==> config.mk <==
export PLATFORM = sky130hd
export DESIGN_NAME = unidade_despacho
export DESIGN_NICKNAME = d
export VERILOG_FILES = /design/src/rtl/despacho_pkg.sv /design/src/rtl/unidade_despacho_prio_enc_lsb.sv /design/src/rtl/unidade_despacho.sv
export SDC_FILE = /design/constraint.sdc
export NUM_CORES = 1
export LEC_CHECK = 0
export BUFFER_PORTS_ARGS = -buffer_cell sky130_fd_sc_hd__buf_4
export CORE_ASPECT_RATIO = 0.5
export CORE_MARGIN = 1
export CORE_UTILIZATION = 46
export CTS_CLUSTER_DIAMETER = 40
export CTS_CLUSTER_SIZE = 30
export DETAILED_ROUTE_END_ITERATION = 8
export GPL_TIMING_DRIVEN = 0
export MAX_ROUTING_LAYER = met4
export PLACE_DENSITY = 0.73
export SETUP_SLACK_MARGIN = 0.1
export SYNTH_ARGS = -nofsm -noshare
export SYNTH_HDL_FRONTEND = slang
export SYNTH_SLANG_ARGS = --single-unit
export TNS_END_PERCENT = 5
==> constraint.sdc <==
create_clock -name clk -period 2 [get_ports clk]
set_clock_uncertainty 0.15 [all_clocks]
set_input_delay 0.1 -clock clk [delete_from_list [all_inputs] [get_ports clk]]
set_output_delay 0.1 -clock clk [all_outputs]
set_load 0.01 [all_outputs]
==> src/rtl/despacho_pkg.sv <==
// despacho_pkg: opcodes, issue-class encodings and dispatcher FSM states
package despacho_pkg;
  localparam logic [3:0] OP_ADD = 4'h0;
  localparam logic [3:0] OP_SUB = 4'h1;
  localparam logic [3:0] OP_MUL = 4'h2;
  localparam logic [3:0] OP_LD  = 4'h3;
  localparam logic [3:0] OP_ST  = 4'h4;
  localparam logic [1:0] CLS_ADD  = 2'd0;
  localparam logic [1:0] CLS_MUL  = 2'd1;
  localparam logic [1:0] CLS_MEM  = 2'd2;
  localparam logic [1:0] CLS_NONE = 2'd3;
  typedef enum logic {IDLE, HOLD} state_t;
  function automatic logic [1:0] op_class(input logic [3:0] op);
    return (op == OP_ADD || op == OP_SUB) ? CLS_ADD :
           (op == OP_MUL) ? CLS_MUL :
           (op == OP_LD || op == OP_ST) ? CLS_MEM : CLS_NONE;
  endfunction
endpackage

==> src/rtl/unidade_despacho_prio_enc_lsb.sv <==
// prio_enc_lsb: one-hot of the lowest set bit of v, plus an any-set flag
module prio_enc_lsb #(
  parameter int W = 4
) (
  input  logic [W-1:0] v,
  output logic [W-1:0] onehot,
  output logic         any
);
  assign onehot = v & (~v + W'(1));
  assign any = |v;
endmodule

==> src/rtl/unidade_despacho.sv <==
// unidade_despacho: in-order issue from the instruction queue into class-matched reservation stations
module unidade_despacho
  import despacho_pkg::*;
#(
  parameter int N_RS_ADD = 3,
  parameter int N_RS_MUL = 2,
  parameter int N_RS_MEM = 2,
  parameter int W_INSTR  = 16
) (
  input  logic               clk,
  input  logic               rst_n,
  input  logic               flush,
  input  logic               empty,
  input  logic [W_INSTR-1:0] instrucao_fila,
  output logic               pop,
  input  logic [N_RS_ADD-1:0] busy_add,
  input  logic [N_RS_MUL-1:0] busy_mul,
  input  logic [N_RS_MEM-1:0] busy_mem,
  output logic               issue_valid,
  output logic [1:0]         issue_class,
  output logic [3:0]         issue_sel,
  output logic [W_INSTR-1:0] issue_instr,
  output logic               invalid_op,
  output logic [15:0]        issued_count
);
  state_t state;
  logic [W_INSTR-1:0] ir;
  logic [1:0] cls, last_cls;
  logic [3:0] last_sel, sel;
  logic [N_RS_ADD-1:0] free_add, sel_add;
  logic [N_RS_MUL-1:0] free_mul, sel_mul;
  logic [N_RS_MEM-1:0] free_mem, sel_mem;
  logic any_add, any_mul, any_mem, any, in_hold, undef, done;
  assign cls = op_class(ir[W_INSTR-1 -: 4]);
  // the entry issued last cycle is not yet marked busy by the RS, so mask it here
  assign free_add = ~busy_add & ~(last_cls == CLS_ADD ? last_sel[N_RS_ADD-1:0] : '0);
  assign free_mul = ~busy_mul & ~(last_cls == CLS_MUL ? last_sel[N_RS_MUL-1:0] : '0);
  assign free_mem = ~busy_mem & ~(last_cls == CLS_MEM ? last_sel[N_RS_MEM-1:0] : '0);
  prio_enc_lsb #(.W(N_RS_ADD)) u_enc_add (.v(free_add), .onehot(sel_add), .any(any_add));
  prio_enc_lsb #(.W(N_RS_MUL)) u_enc_mul (.v(free_mul), .onehot(sel_mul), .any(any_mul));
  prio_enc_lsb #(.W(N_RS_MEM)) u_enc_mem (.v(free_mem), .onehot(sel_mem), .any(any_mem));
  always_comb begin
    any = cls == CLS_ADD ? any_add : cls == CLS_MUL ? any_mul : cls == CLS_MEM ? any_mem : 1'b0;
    sel = cls == CLS_ADD ? 4'(sel_add) : cls == CLS_MUL ? 4'(sel_mul) : cls == CLS_MEM ? 4'(sel_mem) : 4'd0;
    in_hold = state == HOLD && !flush;
    undef = in_hold && cls == CLS_NONE;
    issue_valid = in_hold && any;
    done = issue_valid || undef;
    pop = rst_n && !empty && !flush && (state == IDLE || done);
    issue_sel = issue_valid ? sel : 4'd0;
    issue_class = cls;
    issue_instr = ir;
  end
  always_ff @(posedge clk or negedge rst_n)
    if (!rst_n) begin
      state <= IDLE;
      ir <= '0;
      last_cls <= CLS_NONE;
      last_sel <= '0;
      invalid_op <= 1'b0;
      issued_count <= '0;
    end else begin
      last_cls <= cls;
      last_sel <= issue_sel;
      if (issue_valid) issued_count <= issued_count + 16'd1;
      if (undef) invalid_op <= 1'b1;
      if (flush) state <= IDLE;
      else if (pop) begin
        ir <= instrucao_fila;
        state <= HOLD;
      end else if (done) state <= IDLE;
    end
endmodule

---- Yosys cells after proc, flatten, opt, wreduce, memory -nomap -nowiden ----
Cells that the tools add are included.
storage, ports and cells
  bits of input ports ..................... 27
  word-level logic and storage cells ...... 72
  bits in registers ....................... 39
  output and inout port bits .............. 41
operators by class
  eq/ne operators ......................... 9
  add/sub/neg operators ................... 4
  reduce and logical (&&, ||, !) cells .... 20
  bitwise logic cells ..................... 17
  multiplexer cells ....................... 16
operators with widths
  cell                     number
  $add A16 B1 Y16 const B  1
  $mux W2                  6
  $not A2 Y2               6
  $mux W3                  3
  $not A3 Y3               3
  $and A2 B2 Y2            4
  $eq A4 B2 Y1 const B     2
  $mux W1                  7
  $and A3 B3 Y3            2
  $eq A2 B2 Y1 const B     3
  $logic_and A1 B1 Y1      6
  $add A2 B1 Y2 const B    2
  $eq A2 B1 Y1 const B     2
  $eq A4 B1 Y1 const B     1
  $eq A4 B3 Y1 const B     1
  $logic_not A2 Y1         2
  $logic_not A4 Y1         1
  $logic_or A1 B1 Y1       4
  $reduce_or A2 Y1         2
  $add A3 B1 Y3 const B    1
  $reduce_bool A3 Y1       1
  $reduce_or A3 Y1         1
  $logic_not A1 Y1         2
  $not A1 Y1               2
  $reduce_and A2 Y1        1

---- Depth between registers and ports, before layout ----
Gate-level depths: netlist (run 1).
  word-level depth ........................ 15
  mapped depth ............................ 8
  gate-level depth less buffers ........... 6

---- Modules after synthesis ----
Synthesis (run 1) repeated with hierarchy kept, for this count alone.
unflattened totals
  cells, all modules ...................... 168
  area total of the unflattened synthesis .. 2089.5 um2
modules (own cells, without submodules)
  module                        sequential area each (um2)  instances  cells each  area each (um2)
  unidade_despacho              978.4                       1          158         2021.9
  prio_enc_lsb (u_enc_mem ...)  0.0                         2          3           20.0
  prio_enc_lsb (u_enc_add)      0.0                         1          4           27.5

---- Least setup slack after synthesis (run 1) ----
OpenSTA, ideal clock, no wires.
  path type ............................... register to register
  start point ............................. register last_cls[0]
  end point ............................... register issued_count[1]
  arrival ................................. 1.969 ns
  clock period less this slack ............ 2.243 ns
  required time ........................... 1.725 ns
  cell stages (with the launch flop) ...... 7
  path slack .............................. -0.243 ns
  library setup time ...................... 0.125 ns
  buffers on the path ..................... 0
  cells stage by stage .................... dfstp_2 -> and4b_1 -> a211o_1 -> a2bb2oi_2 -> nand2_2 -> inv_1 -> mux2_2
between the ends
  longest elaborated chain between the ends .. 9
  elaborated cells on any way between the ends .. 19
  classes of those cells .................. 2 x eq/ne; 6 x mux; 6 x bitwise; 5 x reduce/logical
ends and longest elaborated chain
  element                  RTL line                             RTL
  from (decl)              unidade_despacho.sv:28               logic [1:0] cls, last_cls;
  from (signal assigned)   unidade_despacho.sv:63               last_cls <= cls;
  $eq A2 B2 Y1             unidade_despacho.sv:38               assign free_mem = ~busy_mem & ~(last_cls == CLS_MEM ? last_sel[N_RS_MEM-1:0] : '0);
  $mux W2                  unidade_despacho.sv:38
  $not A2 Y2               unidade_despacho.sv:38
  $and A2 B2 Y2            unidade_despacho.sv:38
  $reduce_or A2 Y1         unidade_despacho_prio_enc_lsb.sv:10  assign any = |v;
  $mux W1 (2 in series)    unidade_despacho.sv:43               any = cls == CLS_ADD ? any_add : cls == CLS_MUL ? any_mul : cls == CLS_MEM ? any_mem : 1'b0;
  $mux W1 (*)              unidade_despacho.sv:43
  $logic_and A1 B1 Y1 (*)  unidade_despacho.sv:47               issue_valid = in_hold && any;
  named net issue_valid    unidade_despacho.sv:19               output logic issue_valid,
  to (signal assigned)     unidade_despacho.sv:65               if (issue_valid) issued_count <= issued_count + 16'd1;
  to (decl)                unidade_despacho.sv:24               output logic [15:0] issued_count
Mark *: on every way through the listed nets, which the timed path passes. The rest lies on a longest branch.
A chain may end at the register's enable or synchronous reset.

---- Final worst setup path (run 1) ----
  start point ............................. register last_cls[0]
  end point ............................... output port issue_sel[0]
between the ends
  longest elaborated chain between the ends .. 11
  elaborated cells on any way between the ends .. 32
  classes of those cells .................. 3 x add/sub; 2 x eq/ne; 10 x mux; 12 x bitwise; 5 x reduce/logical
ends and longest elaborated chain
  element                RTL line                            RTL
  $eq A2 B2 Y1           unidade_despacho.sv:38
  $mux W2                unidade_despacho.sv:38
  $not A2 Y2             unidade_despacho.sv:38
  $and A2 B2 Y2          unidade_despacho.sv:38
  $not A2 Y2             unidade_despacho_prio_enc_lsb.sv:9  assign onehot = v & (~v + W'(1));
  $add A2 B1 Y2          unidade_despacho_prio_enc_lsb.sv:9
  $and A2 B2 Y2          unidade_despacho_prio_enc_lsb.sv:9
  $mux W2 (2 in series)  unidade_despacho.sv:44              sel = cls == CLS_ADD ? 4'(sel_add) : cls == CLS_MUL ? 4'(sel_mul) : cls == CLS_MEM ? 4'(sel_mem) : 4'd0;
  $mux W3                unidade_despacho.sv:44
  $mux W3 (*)            unidade_despacho.sv:50              issue_sel = issue_valid ? sel : 4'd0;
  to (decl)              unidade_despacho.sv:21              output logic [3:0] issue_sel,
Every way passes the cells marked *; elsewhere a longest branch is shown, timed or not.

==> results of run 1 <==
-- synth_stat cells, types with 3 or more instances --
| library cell | n | share of area (%) |
|---|---|---|
| o211ai_1 | 15 | 5.0 |
| and3b_1 | 3 | 1.2 |
| xnor2_1 | 5 | 1.9 |
| clkbuf_1 | 7 | 1.2 |
| nor3_1 | 11 | 2.4 |
| nor4_1 | 3 | 0.83 |
| nand2_1 | 5 | 0.83 |
| xor2_1 | 9 | 3.5 |
| a22oi_1 | 15 | 5.0 |
| and2_1 | 16 | 4.4 |
| buf_2 | 6 | 1.3 |
| nand3_1 | 35 | 7.7 |
| dfrtp_1 | 37 | 41 |
| inv_1 | 9 | 1.5 |
| nor3b_1 | 3 | 1.0 |
| nor2_1 | 7 | 1.2 |
| nand4_1 | 6 | 1.7 |
| a21oi_1 | 4 | 0.88 |
-- logic make-up (layout without fill, tap and decap cells) --
group                    Yosys count  after routing
AO/OA/AOI/OAI                     52             52
XOR/XNOR                          15             15
adder cells (fa/ha/maj)            1              1
buffers and inverters             26            118
flip-flops                        39             39
multiplexers                       1              1
other                              1              1
AND/OR/NAND/NOR                  104            104
-- how the worst max path moves through the flow --
stage | startpoint | endpoint | cells past startpoint
after floorplan | last_cls[0] | issued_count[6] | 5
after global placement | issue_instr[14] | issue_instr[10] | 7
after detailed placement | issue_instr[14] | issue_instr[6] | 7
after CTS | last_cls[0] | issue_sel[0] | 7
after global routing | last_cls[0] | issue_sel[0] | 7
final | last_cls[0] | issue_sel[0] | 7
-- repair_timing --
action,in CTS,in global routing
pin swaps,6,7
resized for setup,34,28
setup buffers,10,3
hold buffers,5,0
endpoints found under the setup margin,41,41
hold endpoints to repair,40,0
-- flip-flops by register name (all words and copies together) (netlist names) --
| name | cells |
|---|---|
| last_cls | 2 |
| last_sel | 3 |
| state | 1 |
| issue_instr | 16 |
| invalid_op | 1 |
| issued_count | 16 |
-- worst max-delay path, stage by stage, from the launching register on --
cell and delay, ns:
dfstp_2 0.59, buf_6 0.11, and4b_1 0.19, a211o_4 0.31, a2bb2oi_4 0.20, nand2_4 0.11, a211oi_4 0.19, buf_4 0.16
-- power by group through the flow --
stage | Clock [mW] | Combinational [mW] | Sequential (mW)
2_1_floorplan | 0 | 0.616 | 1.22
3_3_place_gp | 0 | 1.15 | 1.18
3_5_place_dp | 0 | 1.18 | 1.19
4_1_cts | 0.674 | 1.41 | 1.17
5_1_grt | 0.715 | 1.63 | 1.20
6_report | 0.668 | 1.53 | 1.18
-- final cells by class --
type	instances	area, sq um	area share, %
buffer	17	131	3.89
clock buffer	5	68.8	2.04
clock inverter	3	43.8	1.30
inverter	9	33.8	1.00
multi-input combinational	174	1360	40.4
sequential	39	978	29.0
tap	66	82.6	2.45
timing repair buffer	84	673	20.0
-- routing by layer --
layer | routed length [um] | vias to the layer above | GRT usage [%]
met4 | 119 | 0 | 8.21
met1 | 3040 | 1117 | 36.6
met5 | 0 | - | -
met2 | 3170 | 80 | 41.2
li1 | - | 1070 | -
met3 | 416 | 10 | 6.45
==> summary.md, run 1 <==
| Metric | Value |
|---|---|
| Status | `finished, violations left` |
| Failing checks | `setup timing` |
| TritonCTS Buffers | `5` |
| Reg-to-Reg End | `issued_count[6]` |
| Worst Tran Pin Value | `about 0.64 ns` |
| Antenna Nets Post-Route | `0` |
| Final min period | `2.40 ns` |
| Max Freq | `416 MHz` |
| Switch Pwr | `1.28 mW` |
| GRT Total Usage | `a little over a quarter` |
| Starting Density | `between 40 and 50%` |
| Rel. slew slack | `56.9%` |
| Yosys Warn Count | `0` |
| Period utilisation layout | `120%` |
| Largest family of logic cells by synthesized area | `simple AND/OR/NAND/NOR gates` |
| Pre-CTS setup slack | `-0.518 ns` |
| Leakage | `around 1.5 nW` |
| Placed Area | `0.00286 sq mm` |
| PwrDens | `1000 mW/mm^2` |
| Peak supply drop | `0.441 mV` |
| EDFF count, synth | `0` |
| Synth Area in Compound Gates | `17.7%` |
| Clk slew on worst S/H paths | `approximately 0.080 ns` |
| Worst EP arrival | `2.15 ns` |
| Sequential element share of the synthesized area | `approximately 43%` |
| Core area | `0.00455 sq mm` |
| Die Ht | `about 52 um` |
| Routed wire per std cell | `roughly 17 um` |
| Distinct cells, synth | `51` |
| Fillers | `350` |
| Switching Share | `about two fifths` |
| Total power | `roughly 3.4 mW` |
| Internal | `2.09 mW` |
| Hold_sp | `flush` |
| Synthesized net count | `267` |
| Worst R2R Path Depth | `6` |
| Hold path endpoint | `state` |
| Mapped Cells | `between 200 and 250` |
| N_diodes | `0` |
| Hold_ws | `slightly below 0.01 ns` |
| Die W | `101 um` |
| Reg-to-reg startpoint | `last_cls[0]` |
| Comb power frac | `45.3%` |
| Commonest non-fill, non-tap cell in the layout | `buf_4` |
| Critical-path maximum fanout | `4` |
| Adder-Cell Fraction of Synth Area | `less than 1%` |
| Worst-skew pair later-pin latency | `0.29 ns` |
| Maximum capacitance violations | `0` |
| RSZ-0062 raised after global routing | `yes` |
| Hold/Removal Path Class | `input port to flip-flop` |
| Clk root buf | `clkbuf_8` |
| Post-layout net count | `358` |
| Total wire length | `6750 um` |
| Sequential power share | `34.9%` |
| Primary FF master, synth | `dfrtp_1` |
| Mapped cell area | `0.00226 sq mm` |
| Post-Synth XOR/XNOR Area | `6.14%` |
| Simple-gate share of the synthesized area | `a little over a quarter` |
| Mean Syn Cell Area | `~9.5 sq um` |
| Finished Layout Cells | `397` |
| Reg2Reg Setup Slack | `-0.33 ns` |
| Fraction of layout cells with a size suffix above 1 | `41.4%` |
| Vias in the first global route | `2112` |
| Final setup fails | `37` |
| Via count | `between 2000 and 2500` |
| Layout area overhead | `49.1%` |
| DR vias/cell | `5.74` |
| Commonest cells after routing, fill and taps aside | `buf_4, dfrtp_1, nand3_1` |
| Hold Vio Cnt, Final | `0` |
| CTS tree | `yes` |
| Cells after DPL | `371` |
| Crit path launch type | `flip-flop` |
| Worst setup slack after layout | `-0.404 ns` |
| Drt drc | `0` |
| Req. time, crit path | `1.75 ns` |
| Async set or reset register ratio after synthesis | `100%` |
| Row cnt | `17` |
| Post-synthesis mux area share | `0.498%` |
| Clock buffer depth | `2` |
| Worst hold stages | `3` |
| Setup Crit Path Kind | `flip-flop to output port` |
| Total grt overflow | `0` |
| Final instance area | `0.00337 sq mm` |
| Core Util, Final | `74.1%` |
| Total die area | `0.00522 sq mm` |
| Slew Limit Fails | `0` |
| Endpoint class of the critical path | `output port` |
| Drt pass-1 iters | `4` |
| Initial antenna violation count | `0` |
| I/O Buffers | `66` |
| First-pass GRT wire length | `10500 um` |
| Detailed Route Iter0 Violations | `128` |
| CTS sink count | `39` |
| Setup_tns | `-6.81 ns` |
| Flops & latches, synth | `39` |
| Largest net degree at the start of global routing | `38` |
| Max H-tree Level | `2` |
| GP Congestion | `0.839` |
| Num ports | `about 70` |
| Clk network pwr share | `19.8%` |
| Post-detail-place hpwl | `4400 um` |
No activity file was read; power rests on OpenSTA's default activity.
==> run 2, diff against run 1 <==
--- a/config.mk
+++ b/config.mk
@@ -5,16 +5,17 @@
 export SDC_FILE = /design/constraint.sdc
 export NUM_CORES = 1
 export LEC_CHECK = 0
+export ABC_AREA = 1
 export BUFFER_PORTS_ARGS = -buffer_cell sky130_fd_sc_hd__buf_4
 export CORE_ASPECT_RATIO = 0.5
 export CORE_MARGIN = 1
-export CORE_UTILIZATION = 46
+export CORE_UTILIZATION = 45
 export CTS_CLUSTER_DIAMETER = 40
 export CTS_CLUSTER_SIZE = 30
 export DETAILED_ROUTE_END_ITERATION = 8
 export GPL_TIMING_DRIVEN = 0
 export MAX_ROUTING_LAYER = met4
-export PLACE_DENSITY = 0.73
+export PLACE_DENSITY = 0.74
 export SETUP_SLACK_MARGIN = 0.1
 export SYNTH_ARGS = -nofsm -noshare
 export SYNTH_HDL_FRONTEND = slang
==> run 2 against run 1 <==
Against the previous run: the flow still finishes with violations (setup timing); cell area fell by 4.5%; power fell by 9.7%; fmax rose by 5.5%; flip-flop and latch count did not move; critical path type unchanged; core utilization rose by 4.8 points.
==> summary.md, run 2 <==
| Metric | Value |
|---|---|
| Status | `finished, violations left (unchanged)` |
| Failing checks | `setup timing (unchanged)` |
| Detailed Route Iter0 Violations | `108 (was 128)` |
| Hold Vio Cnt, Final | `0 (unchanged)` |
| Metal-1 WL | `2440 um (was 3040 um)` |
| CTS tree | `yes (unchanged)` |
| Final min period | `2.28 ns (was 2.40 ns)` |
| Max Used Layer | `met4 (unchanged)` |
| Max Freq | `439 MHz (was 416 MHz)` |
| Via count | `2141 (was 2277)` |
| Endpoint class of the critical path | `output port (unchanged)` |
| Mapped cell area | `0.00202 sq mm (was 0.00226 sq mm)` |
| Crit path launch type | `flip-flop (unchanged)` |
| Drt drc | `0 (unchanged)` |
| Row cnt | `16 (was 17)` |
| EDFF count, synth | `0 (unchanged)` |
| Fillers | `249 (was 350)` |
| Clk root buf | `clkbuf_8 (unchanged)` |
| Hold_ws | `0.000331 ns (was 0.00983 ns)` |
| Total wire length | `5990 um (was 6750 um)` |
| Total power | `3.05 mW (was 3.37 mW)` |
| Setup Crit Path Kind | `flip-flop to output port (unchanged)` |
| Commonest cells after routing, fill and taps aside | `buf_4, nand2_1, dfrtp_1 (was buf_4, dfrtp_1, nand3_1)` |
| PwrDens | `946 mW/mm^2 (was 1000 mW/mm^2)` |
| Post-detail-place hpwl | `3670 um (was 4400 um)` |
| Initial antenna violation count | `0 (unchanged)` |
| Total grt overflow | `0 (unchanged)` |
| GP Congestion | `0.902 (was 0.839)` |
| Fraction of layout cells with a size suffix above 1 | `36.7% (was 41.4%)` |
| Post-synth top cells | `nand2_1, dfrtp_1, inv_1 (was dfrtp_1, nand3_1, and2_1)` |
| CTS sink count | `39 (unchanged)` |
| Clk slew on worst S/H paths | `0.08 ns (about the same)` |
| Flops & latches, synth | `39 (unchanged)` |
| Peak supply drop | `0.452 mV (was 0.441 mV)` |
| Worst EP arrival | `2.03 ns (was 2.15 ns)` |
| Starting Density | `49.4% (was 49.7%)` |
| Total die area | `0.00477 sq mm (was 0.00522 sq mm)` |
| Async set or reset register ratio after synthesis | `100% (unchanged)` |
| Core area | `0.00408 sq mm (was 0.00455 sq mm)` |
| Commonest non-fill, non-tap cell in the layout | `buf_4 (unchanged)` |
| Clock buffer depth | `2 (unchanged)` |
| GRT Total Usage | `25.8% (was 27.2%)` |
| Num ports | `68 (unchanged)` |
| Max H-tree Level | `2 (unchanged)` |
| Req. time, crit path | `1.75 ns (about the same)` |
| Die W | `96.7 um (was 101 um)` |
| I/O Buffers | `66 (unchanged)` |
| Drt pass-1 iters | `4 (unchanged)` |
| N_diodes | `0 (unchanged)` |
| Primary FF master, synth | `dfrtp_1 (unchanged)` |
| Top cells by area, synth | `dfrtp_1, nand2_1, nand3_1 (was dfrtp_1, nand3_1, a22oi_1)` |
| Pre-CTS setup slack | `-0.0726 ns (was -0.518 ns)` |
| RSZ-0062 raised after global routing | `yes (unchanged)` |
| Largest net degree at the start of global routing | `40 (was 38)` |
| Worst-skew pair later-pin latency | `0.30 ns (was 0.29 ns)` |
| Setup_tns | `-2.35 ns (was -6.81 ns)` |
| Die Ht | `49.3 um (was 51.6 um)` |
| DR vias/cell | `5.01 (was 5.74)` |
| Post-layout net count | `400 (was 358)` |
| Synth area leader | `dfrtp_1 (unchanged)` |
| Period utilisation layout | `114% (was 120%)` |
| Yosys Warn Count | `0 (unchanged)` |
| Rel. slew slack | `64.2% (was 56.9%)` |
| Antenna Nets Post-Route | `0 (unchanged)` |
| Worst Tran Pin Value | `0.534 ns (was 0.645 ns)` |
| Top cell type's share of synthesized area | `45.9% (was 40.9%)` |
| Distinct cells, synth | `28 (was 51)` |
| Hold/Removal Path Class | `input port to flip-flop (unchanged)` |
| Mean Syn Cell Area | `7.87 sq um (was 9.47 sq um)` |
| Met3 wire length | `317 um (was 416 um)` |
| Routed wire per std cell | `14.0 um (was 17.0 um)` |
| First-pass GRT wire length | `9310 um (was 10500 um)` |
| TritonCTS Buffers | `5 (unchanged)` |
| Final setup fails | `14 (was 37)` |
| Worst setup slack after layout | `-0.280 ns (was -0.404 ns)` |
| Leakage | `1.68 nW (was 1.50 nW)` |
| Synthesized net count | `284 (was 267)` |
| Vias in the first global route | `2092 (was 2112)` |
| Layout area overhead | `59.8% (was 49.1%)` |
| Slew Limit Fails | `0 (unchanged)` |
| Critical-path maximum fanout | `6 (was 4)` |
| Met2 WL | `3060 um (was 3170 um)` |
| Most common cell in the netlist | `nand2_1 (was dfrtp_1)` |
| Maximum capacitance violations | `0 (unchanged)` |
| Mapped Cells | `256 (was 239)` |
| Sequential element share of the synthesized area | `48.5% (was 43.3%)` |
[run 2: changes by cell type in the layout (fill, tap and decap cells not counted), moves of 9 or more]
cell / before / now
o211ai_1: 15 / 0
nand2_1: 5 / 74
buf_6: 13 / 4
buf_4: 75 / 87
dlygate4sd3_1: 4 / 19
nand3_1: 35 / 22
a22oi_1: 15 / 1
inv_1: 8 / 30
and2_1: 16 / 0
nor2_1: 7 / 20
[run 2: cell type report]
cell class,instances,area [sq um],area share [%]
Clock inverter,2,35.0,1.09
Multi-Input combinational cell,175,961,29.8
Timing Repair Buffer,109,893,27.7
Tap cell,54,67.6,2.10
Inverter,36,138,4.27
Sequential cell,39,981,30.4
Buffer,6,63.8,1.98
Clock buffer,6,82.6,2.56
[run 2: path summary, 6_finish.rpt]
check / slack [ns] / cells after the start / endpoint / startpoint
hold / removal: 0.0003 / 4 / issue_instr[13] / flush
hold reg to reg: 0.33 / 2 / issue_instr[2] / issue_instr[2]
max in group asynchronous: 1.29 / 3 / last_cls[0] / rst_n
setup / recovery: -0.28 / 10 / issue_sel[0] / last_cls[0]
setup reg to reg: -0.24 / 14 / issue_instr[5] / last_cls[0]
min in group asynchronous: 0.17 / 3 / issue_instr[15] / rst_n
[run 2: cells by family after synthesis]
kind of cell               count (synthesis)  share of synthesized area, %
and+or+nand+nor                          144                          31.5
buffers and inverters                     42                          8.69
DFF                                       39                          48.5
xor gates and xnor gates                  15                          6.52
AOI/OAI and AO/OA                         14                          3.91
adders and majority gates                  1                         0.621
other                                      1                         0.186
[run 2: repair_timing]
action,in CTS,in global routing
endpoints found under the hold margin,56,0
setup buffers,15,8
resized for setup,25,18
hold buffers,20,0
pin swaps,8,9
cloned,0,0
setup endpoints to repair,27,37
[run 2: power breakdown]
part,internal (mW),switching [mW]
Combinational,0.555,0.598
Clock,0.404,0.293
Sequential,0.989,0.208
Total,1.95,1.10
[run 2: per-stage QoR]
stage,area (sq um),util [%],std cells
final,3220,78.9,427
after global routing,3220,78.9,427
after CTS,3110,76.1,419
after detailed placement,2580,63.3,376
after global placement,2580,63.3,376
after floorplan,2020,-,256
[run 2: worst max-delay path, cell delays in order, from the launching register on]
cell and delay [ns]:
dfstp_2 0.56, inv_2 0.06, nand3_1 0.08, nand2_1 0.05, inv_1 0.13, nor2_2 0.08
nor2_2 0.13, nand3_4 0.15, buf_8 0.17, nor3_4 0.19, buf_6 0.13
[run 2: layer usage]
metal / global-route usage (%) / vias to the layer above
met5: - / -
met1: 28.2 / 1016
met4: 14.2 / 0
met2: 43.4 / 76
li1: - / 1028
met3: 7.45 / 21
==> run 3, diff against run 2 <==
--- a/config.mk
+++ b/config.mk
@@ -9,13 +9,14 @@
 export BUFFER_PORTS_ARGS = -buffer_cell sky130_fd_sc_hd__buf_4
 export CORE_ASPECT_RATIO = 0.5
 export CORE_MARGIN = 1
-export CORE_UTILIZATION = 45
+export CORE_UTILIZATION = 47
+export CTS_BUF_LIST = sky130_fd_sc_hd__clkbuf_4 sky130_fd_sc_hd__clkbuf_8
 export CTS_CLUSTER_DIAMETER = 40
 export CTS_CLUSTER_SIZE = 30
 export DETAILED_ROUTE_END_ITERATION = 8
 export GPL_TIMING_DRIVEN = 0
 export MAX_ROUTING_LAYER = met4
-export PLACE_DENSITY = 0.74
+export PLACE_DENSITY = 0.76
 export SETUP_SLACK_MARGIN = 0.1
 export SYNTH_ARGS = -nofsm -noshare
 export SYNTH_HDL_FRONTEND = slang
==> run 3 against run 2 <==
Against the previous run: setup slack improved by 0.047 ns; critical path depth stayed put; non-clock buffer count fell by 4; the flow still finishes with violations (setup timing); highest routed layer unchanged; critical endpoint is now pop; largest cell class unchanged; routed wire length decreased by 1.2%; global-route usage is essentially flat.
==> summary.md, run 3 (synthesis results as in run 2) <==
| Metric | Value |
|---|---|
| Worst EP arrival | `1.98 ns (was 2.03 ns)` |
| Worst-skew pair later-pin latency | `0.29 ns (was 0.30 ns)` |
| Total grt overflow | `0 (unchanged)` |
| Period utilisation layout | `112% (was 114%)` |
| Routed wire per std cell | `14.0 um (about the same)` |
| Worst R2R Path Depth | `10 (was 14)` |
| Die Ht | `48.3 um (was 49.3 um)` |
| Core area | `0.00400 sq mm (was 0.00408 sq mm)` |
| Clk slew on worst S/H paths | `0.08 ns (about the same)` |
| Fillers | `258 (was 249)` |
| Final min period | `2.23 ns (was 2.28 ns)` |
| First-pass GRT wire length | `8920 um (was 9310 um)` |
| Drt pass-1 iters | `7 (was 4)` |
| Crit path launch type | `flip-flop (unchanged)` |
| Met1 Resource Use GR | `28.5% (was 28.2%)` |
| Starting Density | `50.3% (was 49.4%)` |
| GRT Total Usage | `25.8% (about the same)` |
| Total power | `3.04 mW (was 3.05 mW)` |
| Fraction of layout cells with a size suffix above 1 | `35.5% (was 36.7%)` |
| Max H-tree Level | `2 (unchanged)` |
| Top Usage Layer GRT | `met2 (unchanged)` |
| Detailed Route Iter0 Violations | `87 (was 108)` |
| Req. time, crit path | `1.75 ns (about the same)` |
| Multi-input logic area | `960 sq um (was 961 sq um)` |
| Post-detail-place hpwl | `3380 um (was 3670 um)` |
| Clk root buf | `clkbuf_8 (unchanged)` |
| Critical-path maximum fanout | `7 (was 6)` |
| Register area | `981 sq um (unchanged)` |
| Hold Vio Cnt, Final | `0 (unchanged)` |
| Core Util, Final | `79.7% (was 78.9%)` |
| N_diodes | `0 (unchanged)` |
| Peak supply drop | `0.522 mV (was 0.452 mV)` |
| Hold_sp | `flush (unchanged)` |
| Die W | `94.6 um (was 96.7 um)` |
| Post-layout net count | `396 (was 400)` |
| Leakage | `1.66 nW (was 1.68 nW)` |
| Initial antenna violation count | `0 (unchanged)` |
| Finished Layout Cells | `423 (was 427)` |
| Drt drc | `0 (unchanged)` |
| Maximum capacitance violations | `0 (unchanged)` |
| Via count | `2163 (was 2141)` |
| Max Freq | `448 MHz (was 439 MHz)` |
| Row cnt | `16 (unchanged)` |
| Commonest non-fill, non-tap cell in the layout | `buf_4 (unchanged)` |
| Failing checks | `setup timing (unchanged)` |
| Cells after DPL | `376 (unchanged)` |
| GP Congestion | `0.898 (was 0.902)` |
| Reg-to-Reg End | `issue_instr[5] (unchanged)` |
| Hold/Removal Path Class | `input port to flip-flop (unchanged)` |
| Worst setup slack after layout | `-0.233 ns (was -0.280 ns)` |
| DR vias/cell | `5.11 (was 5.01)` |
| Endpoint class of the critical path | `output port (unchanged)` |
| Reg-to-reg startpoint | `issue_instr[14] (was last_cls[0])` |
| Total wire length | `5920 um (was 5990 um)` |
| Pre-CTS setup slack | `-0.0457 ns (was -0.0726 ns)` |
| Grt met3 use | `6.29% (was 7.45%)` |
| Setup Crit Path Kind | `flip-flop to output port (unchanged)` |
| Final setup fails | `17 (was 14)` |
| CTS tree | `yes (unchanged)` |
| CTS sink count | `39 (unchanged)` |
| Worst Tran Pin Value | `0.536 ns (was 0.534 ns)` |
| Total die area | `0.00457 sq mm (was 0.00477 sq mm)` |
| Vias in the first global route | `2046 (was 2092)` |
| PwrDens | `952 mW/mm^2 (was 946 mW/mm^2)` |
| RSZ-0062 raised after global routing | `yes (unchanged)` |
| Layout area overhead | `58.2% (was 59.8%)` |
| TritonCTS Buffers | `5 (unchanged)` |
| Reg2Reg Setup Slack | `-0.12 ns (was -0.24 ns)` |
| Largest net degree at the start of global routing | `40 (unchanged)` |
| Status | `finished, violations left (unchanged)` |
| I/O Buffers | `66 (unchanged)` |
| Worst hold stages | `4 (unchanged)` |
| Slew Limit Fails | `0 (unchanged)` |
| Clock buffer depth | `2 (unchanged)` |
| Rel. slew slack | `64.1% (was 64.2%)` |
| Antenna Nets Post-Route | `0 (unchanged)` |
| M2 GR Usage | `46.5% (was 43.4%)` |
| Commonest cells after routing, fill and taps aside | `buf_4, nand2_1, dfrtp_1 (unchanged)` |
| Num ports | `68 (unchanged)` |
| Hold path endpoint | `issue_instr[0] (was issue_instr[13])` |
run 3: critical path: stages (launching register included):
cell and delay [ns]:
dfrtp_1 0.43, nor2_4 0.19, inv_2 0.09, nor3_4 0.22
nand3_2 0.14, nand3_4 0.17, nand3_4 0.11, nand2_4 0.08
buf_8 0.12, inv_4 0.03, buf_6 0.10
run 3: timing repair:
item | CTS | global route
setup buffers | 9 | 10
endpoints found under the hold margin | 56 | 0
resized for setup | 25 | 18
hold buffers | 20 | 0
setup endpoints to repair | 27 | 33
pin swaps | 5 | 10
run 3: layout make-up:
type	count	share of cell area (%)
sequential	39	30.8
multi-input combinational	175	30.1
timing repair buffer	105	27.1
inverter	36	4.39
clock buffer	6	2.59
tap	54	2.12
buffer	6	1.88
clock inverter	2	1.10
run 3: power breakdown:
group,switching (mW),internal [mW]
sequential,0.214,0.988
clock,0.291,0.404
combinational,0.586,0.554
run 3: how the worst max path moves through the flow:
stage               startpoint              end  slack, ns
2_1_floorplan  issue_instr[14]  issue_instr[10]       0.18
3_3_place_gp   issue_instr[14]              pop     -0.002
3_5_place_dp       last_cls[0]              pop      -0.05
4_1_cts            last_cls[0]      issue_valid      -0.14
5_1_grt        issue_instr[14]              pop      -0.33
6_report       issue_instr[14]              pop      -0.23
run 3: through the flow:
stage / instance area (sq um) / TNS [ns] / hold slack (ns)
floorplan: 2020 / 0 / -0.346
global placement: 2580 / -0.00248 / -0.0526
detailed placement: 2580 / -0.0667 / -0.0435
CTS: 3060 / -0.594 / 0.000652
global route: 3190 / -3.64 / 0.0230
finish: 3190 / -1.77 / 0.0112
run 3: routing by layer:
| metal | part of all wire [%] | wire length, um |
|---|---|---|
| met5 | 0 | 0 |
| met1 | 40 | 2380 |
| met4 | 2.5 | 146 |
| met3 | 5.3 | 315 |
| met2 | 52 | 3080 |
